--- config.mk ---
export PLATFORM = sky130hd
export DESIGN_NAME = cmos_capture_ctrl_flat
export DESIGN_NICKNAME = d
export VERILOG_FILES = /design/src/rtl/cmos_capture_ctrl_pkg.sv /design/src/rtl/cmos_capture_ctrl_if.sv /design/src/rtl/cmos_capture_ctrl_dvp_byte_pack.sv /design/src/rtl/cmos_capture_ctrl.sv /design/src/flat_wrapper.sv
export SDC_FILE = /design/constraint.sdc
export NUM_CORES = 1
export LEC_CHECK = 0
export CAP_MARGIN = 40
export CORE_ASPECT_RATIO = 1.5
export CORE_MARGIN = 8
export CORE_UTILIZATION = 45
export CTS_CLUSTER_DIAMETER = 80
export DETAILED_ROUTE_END_ITERATION = 10
export PLACE_DENSITY = 0.78
export SYNTH_ARGS = -nofsm -noshare
export SYNTH_HDL_FRONTEND = slang
export SYNTH_SLANG_ARGS = --single-unit
--- constraint.sdc ---
create_clock -name clk -period 2.35 [get_ports clk]
set_input_delay 0.235 -clock clk [delete_from_list [all_inputs] [get_ports clk]]
set_output_delay 0.235 -clock clk [all_outputs]
set_load 0.05 [all_outputs]
--- src/rtl/cmos_capture_ctrl_pkg.sv ---
// Shared camera/VGA definitions for the capture path.
// Contents: default frame geometry, RGB565 colour constants, FSM state
// encodings, the registered DVP sample payload and a colour-bar lookup.
package cmos_capture_ctrl_pkg;

    localparam int unsigned H_SIZE_DEF = 640;
    localparam int unsigned V_SIZE_DEF = 480;

    localparam logic [15:0] RGB_BLACK   = 16'h0000;
    localparam logic [15:0] RGB_BLUE    = 16'h001F;
    localparam logic [15:0] RGB_RED     = 16'hF800;
    localparam logic [15:0] RGB_MAGENTA = 16'hF81F;
    localparam logic [15:0] RGB_GREEN   = 16'h07E0;
    localparam logic [15:0] RGB_CYAN    = 16'h07FF;
    localparam logic [15:0] RGB_YELLOW  = 16'hFFE0;
    localparam logic [15:0] RGB_WHITE   = 16'hFFFF;
    localparam logic [15:0] RGB_ROYAL   = 16'h435C;

    typedef enum logic [1:0] {
        ST_SKIP    = 2'd0,
        ST_WAIT_FS = 2'd1,
        ST_CAPTURE = 2'd2
    } cap_state_e;

    typedef struct packed {
        logic       vsync;
        logic       href;
        logic [7:0] data;
    } dvp_sample_t;

    // Eight vertical stripes, left to right.
    function automatic logic [15:0] colour_bar(input logic [2:0] idx);
        logic [15:0] c;
        case (idx)
            3'd0:    c = RGB_WHITE;
            3'd1:    c = RGB_YELLOW;
            3'd2:    c = RGB_CYAN;
            3'd3:    c = RGB_GREEN;
            3'd4:    c = RGB_MAGENTA;
            3'd5:    c = RGB_RED;
            3'd6:    c = RGB_ROYAL;
            default: c = RGB_BLACK;
        endcase
        return c;
    endfunction

endpackage

--- src/rtl/cmos_capture_ctrl_if.sv ---
// Camera-side bus of the capture controller: DVP pins in, FIFO write port out.
// master: the capture controller (drives cam_w_req/cam_w_data).
// slave : sensor + write FIFO (drive cmos_* and w_fifo_usedw).
interface cmos_capture_ctrl_if;
    logic        cmos_vsync;
    logic        cmos_href;
    logic [7:0]  cmos_data;
    logic [10:0] w_fifo_usedw;
    logic        cam_w_req;
    logic [15:0] cam_w_data;

    modport master (
        input  cmos_vsync, cmos_href, cmos_data, w_fifo_usedw,
        output cam_w_req, cam_w_data
    );

    modport slave (
        output cmos_vsync, cmos_href, cmos_data, w_fifo_usedw,
        input  cam_w_req, cam_w_data
    );
endinterface

--- src/rtl/cmos_capture_ctrl_dvp_byte_pack.sv ---
// DVP front end: registers the pins once (s1), keeps a second vsync/href
// stage (s2) for edge detection and pairs bytes into 16-bit words.
// Ports:
//   clk, rst        pixel clock, async active-high reset
//   en_i            byte pairing enabled (controller is capturing)
//   vsync_i/href_i/data_i  raw DVP pins
//   fs_c/fe_c/le_c  frame start, frame end, line end events
//   word_valid_c    a word completes this cycle; word_c carries it
//   phase_o         a high byte is held waiting for its partner
module cmos_capture_ctrl_dvp_byte_pack
    import cmos_capture_ctrl_pkg::*;
(
    input  logic        clk,
    input  logic        rst,
    input  logic        en_i,
    input  logic        vsync_i,
    input  logic        href_i,
    input  logic [7:0]  data_i,
    output logic        fs_c,
    output logic        fe_c,
    output logic        le_c,
    output logic        word_valid_c,
    output logic [15:0] word_c,
    output logic        phase_o
);

    dvp_sample_t s1_q;
    logic        vsync_s2_q;
    logic        href_s2_q;
    logic        phase_q, phase_d;
    logic [7:0]  hi_q, hi_d;

    // vsync stages reset high (blanking) so a sensor already in blanking
    // does not produce a false frame end at reset release.
    always_ff @(posedge clk or posedge rst) begin
        if (rst) begin
            s1_q       <= '{vsync: 1'b1, href: 1'b0, data: 8'h00};
            vsync_s2_q <= 1'b1;
            href_s2_q  <= 1'b0;
            phase_q    <= 1'b0;
            hi_q       <= 8'h00;
        end else begin
            s1_q       <= '{vsync: vsync_i, href: href_i, data: data_i};
            vsync_s2_q <= s1_q.vsync;
            href_s2_q  <= s1_q.href;
            phase_q    <= phase_d;
            hi_q       <= hi_d;
        end
    end

    // Phase toggles per valid byte; any href-low cycle drops a dangling byte.
    always_comb begin
        phase_d = 1'b0;
        hi_d    = hi_q;
        if (en_i && s1_q.href) begin
            phase_d = ~phase_q;
            if (!phase_q) begin
                hi_d = s1_q.data;
            end
        end
    end

    assign fs_c         = vsync_s2_q & ~s1_q.vsync;
    assign fe_c         = ~vsync_s2_q & s1_q.vsync;
    assign le_c         = href_s2_q & ~s1_q.href;
    assign word_valid_c = en_i & s1_q.href & phase_q;
    assign word_c       = {hi_q, s1_q.data};
    assign phase_o      = phase_q;

endmodule

--- src/rtl/cmos_capture_ctrl.sv ---
// OV7670 capture controller: frame-aligned RGB565 writer into the SDRAM
// write FIFO. Skips settle frames after reset, checks line/frame geometry,
// drops words when the FIFO is near full.
// Ports:
//   clk, rst       camera PCLK, async active-high reset
//   capture_en     capture enable, sampled at frame start
//   bus            cmos_* pins, w_fifo_usedw in; cam_w_req/cam_w_data out
//   frame_done     one-cycle pulse for a frame with correct geometry
//   frame_err      sticky: last captured frame had wrong geometry
//   overflow       sticky: a word was dropped during this frame
//   frame_cnt      captured-frame counter (wraps)
// Build option: CMOS_CAPTURE_TEST_PATTERN_EN replaces pixel data with an
// 8-stripe colour bar; timing and drop rules are unchanged.
module cmos_capture_ctrl
    import cmos_capture_ctrl_pkg::*;
#(
    parameter int unsigned H_SIZE      = H_SIZE_DEF,
    parameter int unsigned V_SIZE      = V_SIZE_DEF,
    parameter int unsigned SKIP_FRAMES = 10,
    parameter int unsigned FIFO_DEPTH  = 1024,
    parameter int unsigned FIFO_MARGIN = 4
) (
    input  logic                      clk,
    input  logic                      rst,
    input  logic                      capture_en,
    cmos_capture_ctrl_if.master       bus,
    output logic                      frame_done,
    output logic                      frame_err,
    output logic                      overflow,
    output logic [7:0]                frame_cnt
);

    // Counters saturate one past nominal so overruns stay visible.
    localparam int unsigned PIX_W  = $clog2(H_SIZE + 2);
    localparam int unsigned LINE_W = $clog2(V_SIZE + 2);
    localparam int unsigned SKIP_W = (SKIP_FRAMES > 0) ? $clog2(SKIP_FRAMES + 1) : 1;
    localparam logic [PIX_W-1:0]  PIX_MAX  = PIX_W'(H_SIZE + 1);
    localparam logic [LINE_W-1:0] LINE_MAX = LINE_W'(V_SIZE + 1);
    localparam logic [10:0]       FULL_LVL = 11'(FIFO_DEPTH - FIFO_MARGIN);

    cap_state_e          state_q, state_d;
    logic [SKIP_W-1:0]   skip_cnt_q, skip_cnt_d;
    logic [PIX_W-1:0]    pix_cnt_q, pix_cnt_d;
    logic [LINE_W-1:0]   line_cnt_q, line_cnt_d;
    logic                geom_err_q, geom_err_d;
    logic                overflow_q, overflow_d;
    logic                frame_done_q, frame_done_d;
    logic                frame_err_q, frame_err_d;
    logic [7:0]          frame_cnt_q, frame_cnt_d;
    logic                w_req_q, w_req_d;
    logic [15:0]         w_data_q, w_data_d;

    logic                capturing_c;
    logic                fs_c, fe_c, le_c;
    logic                word_valid_c;
    logic [15:0]         word_c;
    logic                phase;
    logic [15:0]         pix_word_c;
    logic                fifo_full_c;

    assign capturing_c = (state_q == ST_CAPTURE);
    assign fifo_full_c = (bus.w_fifo_usedw >= FULL_LVL);

    cmos_capture_ctrl_dvp_byte_pack u_pack (
        .clk          (clk),
        .rst          (rst),
        .en_i         (capturing_c),
        .vsync_i      (bus.cmos_vsync),
        .href_i       (bus.cmos_href),
        .data_i       (bus.cmos_data),
        .fs_c         (fs_c),
        .fe_c         (fe_c),
        .le_c         (le_c),
        .word_valid_c (word_valid_c),
        .word_c       (word_c),
        .phase_o      (phase)
    );

`ifdef CMOS_CAPTURE_TEST_PATTERN_EN
    localparam int unsigned STRIPE_W = (H_SIZE / 8 > 0) ? H_SIZE / 8 : 1;
    logic [31:0] stripe_c;

    // Stripe index from the in-line pixel position, clamped to the last bar.
    always_comb begin
        stripe_c   = 32'(pix_cnt_q) / 32'(STRIPE_W);
        pix_word_c = colour_bar((stripe_c > 32'd7) ? 3'd7 : stripe_c[2:0]);
    end
`else
    assign pix_word_c = word_c;
`endif

    // State and output registers.
    always_ff @(posedge clk or posedge rst) begin
        if (rst) begin
            state_q      <= ST_SKIP;
            skip_cnt_q   <= '0;
            pix_cnt_q    <= '0;
            line_cnt_q   <= '0;
            geom_err_q   <= 1'b0;
            overflow_q   <= 1'b0;
            frame_done_q <= 1'b0;
            frame_err_q  <= 1'b0;
            frame_cnt_q  <= 8'h00;
            w_req_q      <= 1'b0;
            w_data_q     <= 16'h0000;
        end else begin
            state_q      <= state_d;
            skip_cnt_q   <= skip_cnt_d;
            pix_cnt_q    <= pix_cnt_d;
            line_cnt_q   <= line_cnt_d;
            geom_err_q   <= geom_err_d;
            overflow_q   <= overflow_d;
            frame_done_q <= frame_done_d;
            frame_err_q  <= frame_err_d;
            frame_cnt_q  <= frame_cnt_d;
            w_req_q      <= w_req_d;
            w_data_q     <= w_data_d;
        end
    end

    // Next-state, counters and FIFO gating.
    always_comb begin
        state_d      = state_q;
        skip_cnt_d   = skip_cnt_q;
        pix_cnt_d    = pix_cnt_q;
        line_cnt_d   = line_cnt_q;
        geom_err_d   = geom_err_q;
        overflow_d   = overflow_q;
        frame_done_d = 1'b0;
        frame_err_d  = frame_err_q;
        frame_cnt_d  = frame_cnt_q;
        w_req_d      = 1'b0;
        w_data_d     = w_data_q;

        case (state_q)
            ST_SKIP: begin
                if (SKIP_FRAMES == 0) begin
                    state_d = ST_WAIT_FS;
                end else if (fe_c) begin
                    if (skip_cnt_q == SKIP_W'(SKIP_FRAMES - 1)) begin
                        state_d = ST_WAIT_FS;
                    end else begin
                        skip_cnt_d = skip_cnt_q + SKIP_W'(1);
                    end
                end
            end

            ST_WAIT_FS: begin
                if (fs_c && capture_en) begin
                    state_d    = ST_CAPTURE;
                    pix_cnt_d  = '0;
                    line_cnt_d = '0;
                    geom_err_d = 1'b0;
                    overflow_d = 1'b0;
                end
            end

            ST_CAPTURE: begin
                // Out-of-geometry words are counted but never written.
                if (word_valid_c) begin
                    if (pix_cnt_q < PIX_W'(H_SIZE) && line_cnt_q < LINE_W'(V_SIZE)) begin
                        if (fifo_full_c) begin
                            overflow_d = 1'b1;
                        end else begin
                            w_req_d  = 1'b1;
                            w_data_d = pix_word_c;
                        end
                    end
                    if (pix_cnt_q != PIX_MAX) begin
                        pix_cnt_d = pix_cnt_q + PIX_W'(1);
                    end
                end

                // A held odd byte at line end means the byte count was wrong.
                if (le_c) begin
                    if (pix_cnt_q != PIX_W'(H_SIZE) || phase) begin
                        geom_err_d = 1'b1;
                    end
                    pix_cnt_d = '0;
                    if (line_cnt_q != LINE_MAX) begin
                        line_cnt_d = line_cnt_q + LINE_W'(1);
                    end
                end

                // Uses the _d values so a coincident line end is included.
                if (fe_c) begin
                    if (!geom_err_d && line_cnt_d == LINE_W'(V_SIZE)) begin
                        frame_done_d = 1'b1;
                        frame_err_d  = 1'b0;
                        frame_cnt_d  = frame_cnt_q + 8'd1;
                    end else begin
                        frame_err_d  = 1'b1;
                    end
                    state_d = ST_WAIT_FS;
                end
            end

            default: state_d = ST_SKIP;
        endcase
    end

    assign bus.cam_w_req  = w_req_q;
    assign bus.cam_w_data = w_data_q;
    assign frame_done     = frame_done_q;
    assign frame_err      = frame_err_q;
    assign overflow       = overflow_q;
    assign frame_cnt      = frame_cnt_q;

endmodule

--- src/flat_wrapper.sv ---
// flat-port wrapper written by rule: the top's interface ports become plain ports
module cmos_capture_ctrl_flat import cmos_capture_ctrl_pkg::*;
#(
    parameter int unsigned H_SIZE      = H_SIZE_DEF,
    parameter int unsigned V_SIZE      = V_SIZE_DEF,
    parameter int unsigned SKIP_FRAMES = 10,
    parameter int unsigned FIFO_DEPTH  = 1024,
    parameter int unsigned FIFO_MARGIN = 4
)
  (clk, rst, capture_en, frame_done, frame_err, overflow, frame_cnt, bus_cmos_vsync, bus_cmos_href, bus_cmos_data, bus_w_fifo_usedw, bus_cam_w_req, bus_cam_w_data);
  cmos_capture_ctrl_if bus_i ();
  input  logic clk;
  input  logic rst;
  input  logic capture_en;
  output logic frame_done;
  output logic frame_err;
  output logic overflow;
  output logic [7:0] frame_cnt;
  input wire logic [$bits(bus_i.cmos_vsync)-1:0] bus_cmos_vsync;
  input wire logic [$bits(bus_i.cmos_href)-1:0] bus_cmos_href;
  input wire logic [$bits(bus_i.cmos_data)-1:0] bus_cmos_data;
  input wire logic [$bits(bus_i.w_fifo_usedw)-1:0] bus_w_fifo_usedw;
  output wire logic [$bits(bus_i.cam_w_req)-1:0] bus_cam_w_req;
  output wire logic [$bits(bus_i.cam_w_data)-1:0] bus_cam_w_data;
  assign bus_i.cmos_vsync = bus_cmos_vsync;
  assign bus_i.cmos_href = bus_cmos_href;
  assign bus_i.cmos_data = bus_cmos_data;
  assign bus_i.w_fifo_usedw = bus_w_fifo_usedw;
  assign bus_cam_w_req = bus_i.cam_w_req;
  assign bus_cam_w_data = bus_i.cam_w_data;
  cmos_capture_ctrl #(.H_SIZE(H_SIZE), .V_SIZE(V_SIZE), .SKIP_FRAMES(SKIP_FRAMES), .FIFO_DEPTH(FIFO_DEPTH), .FIFO_MARGIN(FIFO_MARGIN)) u_core (.clk(clk), .rst(rst), .capture_en(capture_en), .bus(bus_i), .frame_done(frame_done), .frame_err(frame_err), .overflow(overflow), .frame_cnt(frame_cnt));
endmodule
==> out/qor.yml, run 1 <==
power:
  p_sw_mw: 1.23
  combPwrFrac_pct: 22.1
  total_power_mw: 4.17
  swShare_pct: 29.4
  p_int_mw: 2.94
  power.leakage_nw: 2.09
  seqPwrFrac_pct: 43.1
  peakVddDrop_v: 0.000608
  p_clk_share_pct: 34.8
  powerDensity_mw_per_mm2: 907
finish:
  stdcell_count: 482
  fin_util_pct: 61.2
  drive_gt1_share_pct: 22.4
  area_growth_pct: 33.3
  antenna_cells: 0
  final_common_cell: "dfrtp_1"
  fin_area_mm2: 0.00460
  register_area_mm2: 0.00188
  nFillCells: 606
  layout.nets: 407
  final_cell_mix: "dfrtp_1, clkdlybuf4s50_1, mux2_2, nand2_1"
  multi_input_area_mm2: 0.00155
placement:
  placed_cell_area_mm2: 0.00421
  dp_slack_ps: 47.6
  gp_congestion: 0.871
  dp_hpwl_mm: 5.42
  dp_cells: 464
  portBuffers: 49
logic_synthesis:
  synth_fa_ha_area_share_pct: 2.90
  synthMuxAreaShare_pct: 9.03
  synth_top_family_by_area: "simple AND/OR/NAND/NOR gates"
  yosysWarnings: 0
  synth_seq_cells: 75
  synth_top_area_cell: "dfrtp_1"
  synth_top_area_share_pct: 53.0
  synthXorXnorAreaFrac_pct: 3.81
  netlist_instances: 299
  syn_avg_cell_area_um2: 11.5
  syn_nets: 331
  synth_area_leaders: "dfrtp_1, mux2_2, xor2_1"
  synth_ff_type: "dfrtp_1"
  synth-simple-area-share_pct: 16.8
  seq_area_frac_synth_pct: 54.5
  synth-edff-count: 0
  syn_area_mm2: 0.00345
  synth_compound_area_share_pct: 10.9
  async_flop_share_pct: 100
  yosysUniqueCellTypes: 50
die:
  start_util_pct: 45.9
  coreArea_mm2: 0.00751
  rows: 39
  dieArea_mm2: 0.0108
  io_pins: 52
  die_height_um: 123
  die_w_um: 87.5
critical_path:
  cpMaxStageDelayCell: "dfrtp_2"
  endpoint: "u_core.frame_cnt[1]$_DFFE_PP0P_"
  worst-path-max-fanout: 7
  end_kind: "register"
  worstPathArrival_ps: 2470
  regToRegEndpoint: "u_core.frame_cnt[1]$_DFFE_PP0P_"
  startpoint: "u_core.line_cnt_q[1]$_DFFE_PP0P_"
  r2r_cells: 7
  rrSetupSlack_ps: 90
  criticalPathCategory: "reg -> reg"
  path_buf_inv: 0
  crit_family: "simple AND/OR/NAND/NOR gates"
  cpPeakStageDelay_ps: 440
  path_cells: "ha_2 -> nand3b_1 -> a311oi_2 -> a2111oi_4 -> nand4_4 -> nor2_4 -> mux2_1"
  required_ps: 2560
  startpoint_type: "register"
  cp_num_cells: 7
  r2r-start: "u_core.line_cnt_q[1]$_DFFE_PP0P_"
route:
  dr.first_iter.drc_count: 136
  wl_mm: 7.67
  drtAntennaViolNets: 0
  firstDrtPassIters: 4
  drc: 0
  vias: 2652
  vias_per_cell: 5.50
  wl_per_cell_um: 15.9
timing:
  timing.final.ws_setup_ps: 91.7
  skew_ps: 3.73
  slew_headroom_pct: 65.2
  whs_ps: 277
  slew_violations: 0
  fin_crit_ps: 2260
  setup_viol: 0
  period_share_pct: 96.1
  clock.fmax_mhz: 443
  worstMarginPinSlew_ps: 521
  finalHoldViolCount: 0
  fin_setup_tns_ps: 0
global_route:
  grt_max_degree: 51
  grt.overflow.total: 0
  track_usage_pct: 15.1
  grt_pass1_vias: 2842
  grt_antenna_before_repair: 0
  grt_pass1_wl_mm: 12.7
clock_tree:
  root_buffer: "clkbuf_16"
  cts_tree: "yes"
  cts_max_level: 3
  cts_buffers: 9
  numClockSinks: 75
  clk_latency_ps: 330
  clk_pin_slew_ps: 60
  cts_hold_buffers: 0
  clock_path_buffers: 2
run_status:
  outcome: "finished, final reports clean"
job:
  drv_cap: 0
worst_hold_path:
  hp-class: "in -> async"
## worst register-to-register path: cells and delay by family, from the launching register on
kind,cells,cell delay [ps]
simple gates,3,690
flops,1,440
mux,1,330
compound gates,2,490
fa+ha+maj,1,190
## Yosys cell counts, drive strengths merged (2+ instances only)
| cell type | instances |
|---|---|
| nand2b | 5 |
| nor4 | 4 |
| a31oi | 6 |
| nand4 | 13 |
| and3 | 5 |
| a22o | 2 |
| xor2 | 12 |
| nor3 | 8 |
| o41ai | 2 |
| clkbuf | 4 |
| ha | 8 |
| xnor2 | 3 |
| mux2 | 25 |
| a21o | 3 |
| nor4bb | 2 |
| a41oi | 3 |
| o31ai | 3 |
| a21oi | 7 |
| dfstp | 2 |
| nor2 | 23 |
| buf | 3 |
| inv | 11 |
| o21ai | 17 |
| nor2b | 5 |
| dfrtp | 73 |
| nand2 | 25 |
| mux2i | 3 |
| and4 | 2 |
| nand3 | 5 |
## logic make-up (layout without fill, tap and decap cells)
| family | after synthesis | count (layout) |
|---|---|---|
| mux | 28 | 28 |
| simple gates | 103 | 103 |
| flops | 75 | 75 |
| fa+ha+maj | 8 | 8 |
| buf+inv | 18 | 99 |
| compound gates | 52 | 52 |
| xor+xnor | 15 | 15 |
## worst min path at each step
stage                     slack (ps)  cells past startpoint                                  to                       startpoint
after floorplan                  240                      0     u_core.u_pack.s1_q[9]$_DFF_PP1_                   bus_cmos_vsync
after global placement           380                      0  u_core.u_pack.vsync_s2_q$_DFF_PP1_  u_core.u_pack.s1_q[9]$_DFF_PP1_
after detailed placement         390                      0  u_core.u_pack.vsync_s2_q$_DFF_PP1_  u_core.u_pack.s1_q[9]$_DFF_PP1_
after CTS                        290                      3     u_core.pix_cnt_q[5]$_DFFE_PP0P_                              rst
after global routing             290                      3     u_core.frame_cnt[6]$_DFFE_PP0P_                              rst
final                            280                      3     u_core.pix_cnt_q[5]$_DFFE_PP0P_                              rst
## final cells by class
type,count,share of cell area [%]
Sequential cell,75,40.9
Multi-Input combinational cell,206,33.7
Timing Repair Buffer,72,14.7
Clock inverter,4,1.61
Tap cell,102,2.78
Clock buffer,12,5.36
Inverter,11,0.898
## registers in the layout, indices dropped and copies added, names as in the netlist, 2 cells and up
| signal | flops |
|---|---|
| u_core.u_pack.word_c | 8 |
| u_core.u_pack.hi_q | 8 |
| u_core.u_pack.s1_q | 2 |
| u_core.state_q | 2 |
| u_core.pix_cnt_q | 10 |
| u_core.frame_cnt | 8 |
| u_core.line_cnt_q | 9 |
| u_core.skip_cnt_q | 4 |
| u_core.bus.cam_w_data | 16 |
## repair_timing
item	in CTS	in global routing
gates resized for setup	0	13
setup buffers	0	2
setup endpoints to repair	0	6
## per-layer routing
metal	GRT usage, %	share of wire (%)	vias up
met2	27.0	55	83
met4	8.97	2.7	0
li1	-	-	1239
met1	14.7	37	1310
met3	4.79	5.3	20
met5	0	0	-
## power by group through the flow
| stage | clock [mW] | sequential [mW] | combinational (mW) |
|---|---|---|---|
| global placement | 0 | 1.79 | 0.821 |
| global route | 1.53 | 1.84 | 1.03 |
| finish | 1.45 | 1.80 | 0.920 |
| floorplan | 0 | 1.77 | 0.568 |
| CTS | 1.48 | 1.79 | 0.874 |
| detailed placement | 0 | 1.80 | 0.865 |
No activity file was read; power rests on OpenSTA's default activity.
==> run 2, diff against run 1 <==
- REMOVE_ABC_BUFFERS: unset -> 1
==> out/qor.yml, run 2 (synthesis results as in run 1) <==
run_status:
  outcome: "finished, final reports clean"
global_route:
  grt_max_degree: 42
  track_usage_pct: 15.2
  grt_pass1_vias: 2697
  grt_antenna_before_repair: 0
  grt.overflow.total: 0
  grt_pass1_wl_mm: 12.6
worst_hold_path:
  hp-class: "in -> async"
route:
  vias: 2602
  firstDrtPassIters: 4
  wl_per_cell_um: 15.9
  drc: 0
  drtAntennaViolNets: 0
  vias_per_cell: 5.41
  dr.first_iter.drc_count: 145
  wl_mm: 7.63
critical_path:
  worst-path-max-fanout: 7
  startpoint: "u_core.line_cnt_q[1]$_DFFE_PP0P_"
  path_cells: "buf_4 -> inv_1 -> ha_1 -> a311oi_1 -> a2111oi_4 -> nand4_4 -> nor2_2 -> mux2_1"
  regToRegEndpoint: "u_core.frame_cnt[1]$_DFFE_PP0P_"
  criticalPathCategory: "reg -> reg"
  startpoint_type: "register"
  cpPeakStageDelay_ps: 460
  rrSetupSlack_ps: 100
  r2r-start: "u_core.line_cnt_q[1]$_DFFE_PP0P_"
  crit_family: "compound AO/OA/AOI/OAI gates"
  end_kind: "register"
  required_ps: 2570
  path_buf_inv: 2
  cpMaxStageDelayCell: "a2111oi_4"
  worstPathArrival_ps: 2470
  r2r_cells: 8
  cp_num_cells: 8
power:
  combPwrFrac_pct: 22.5
  p_sw_mw: 1.26
  seqPwrFrac_pct: 45.0
  power.leakage_nw: 2.04
  swShare_pct: 31.9
  powerDensity_mw_per_mm2: 876
  p_clk_share_pct: 32.5
  p_int_mw: 2.69
  peakVddDrop_v: 0.000627
timing:
  worstMarginPinSlew_ps: 801
  fin_crit_ps: 2250
  timing.final.ws_setup_ps: 101
  period_share_pct: 95.7
  rsz0062_at_grt: "true"
  fin_setup_tns_ps: 0
  slew_violations: 0
  finalHoldViolCount: 0
  skew_ps: 6.18
  clock.fmax_mhz: 445
  setup_viol: 0
  slew_headroom_pct: 46.4
die:
  dieArea_mm2: 0.0108
  start_util_pct: 45.9
  coreArea_mm2: 0.00751
  die_height_um: 123
  die_w_um: 87.5
  rows: 39
  io_pins: 52
finish:
  final_common_cell: "dfrtp_1"
  nFillCells: 603
  layout.nets: 406
  area_growth_pct: 31.0
  drive_gt1_share_pct: 21.1
  antenna_cells: 0
  final_cell_mix: "dfrtp_1, clkdlybuf4s50_1, mux2_2, nand2_1, nor2_1"
  largest_reg_flops: 16
placement:
  portBuffers: 49
  dp_slack_ps: 80.5
  dp_hpwl_mm: 5.55
  gp_congestion: 0.843
clock_tree:
  numClockSinks: 75
  clock_path_buffers: 2
  cts_buffers: 9
  cts_tree: "yes"
  root_buffer: "clkbuf_16"
  cts_hold_buffers: 0
  cts_max_level: 3
  clk_latency_ps: 340
  clk_pin_slew_ps: 60
job:
  drv_cap: 0
==> run 2: routing by layer <==
layer | track usage, % | wire length (um) | up-vias | part of all wire, %
li1 | - | - | 1233 | -
met4 | 7.78 | 201 | 0 | 2.6
met1 | 15.5 | 2950 | 1302 | 39
met2 | 26.9 | 4180 | 51 | 55
met3 | 5.12 | 300 | 16 | 3.9
met5 | 0 | 0 | - | 0
==> run 2: worst max path at each step <==
stage,end
after floorplan,u_core.bus.cam_w_data[0]$_DFFE_PP0P_
after global placement,u_core.frame_cnt[1]$_DFFE_PP0P_
after detailed placement,u_core.frame_cnt[1]$_DFFE_PP0P_
after CTS,u_core.frame_cnt[1]$_DFFE_PP0P_
after global routing,u_core.frame_cnt[6]$_DFFE_PP0P_
final,u_core.frame_cnt[1]$_DFFE_PP0P_
==> run 2: final cells by class <==
cell class	instances	area (um2)	area share, %
clock buffers	9	225	4.99
clock inverters	7	61.3	1.36
inverters	11	41.3	0.914
multi-input cells	206	1510	33.5
flip-flops and latches	75	1880	41.6
well taps	102	128	2.83
repair buffers	71	668	14.8
==> run 2: what timing repair did <==
action                                  in CTS  in global routing
gates resized for setup                      0                  4
endpoints found under the setup margin       0                  4
buffers inserted                             0                  0
==> run 2: stage by stage <==
stage                     util, %  area [um2]  power [mW]  instances  hold slack (ps)
final                        60.1        4520        3.95        481              210
after CTS                    59.9        4500        3.97        481              219
after floorplan                 -        3420        2.32        292              239
after global placement       56.1        4210        2.61        465              385
after global routing         60.1        4520        4.18        481              244
after detailed placement     56.1        4210        2.66        465              387
==> run 2: power groups by stage <==
stage	clock network [mW]	logic (mW)	registers [mW]
2_1_floorplan	0	0.532	1.79
3_3_place_gp	0	0.846	1.77
3_5_place_dp	0	0.881	1.78
4_1_cts	1.32	0.887	1.77
5_1_grt	1.38	0.993	1.81
6_report	1.28	0.891	1.78
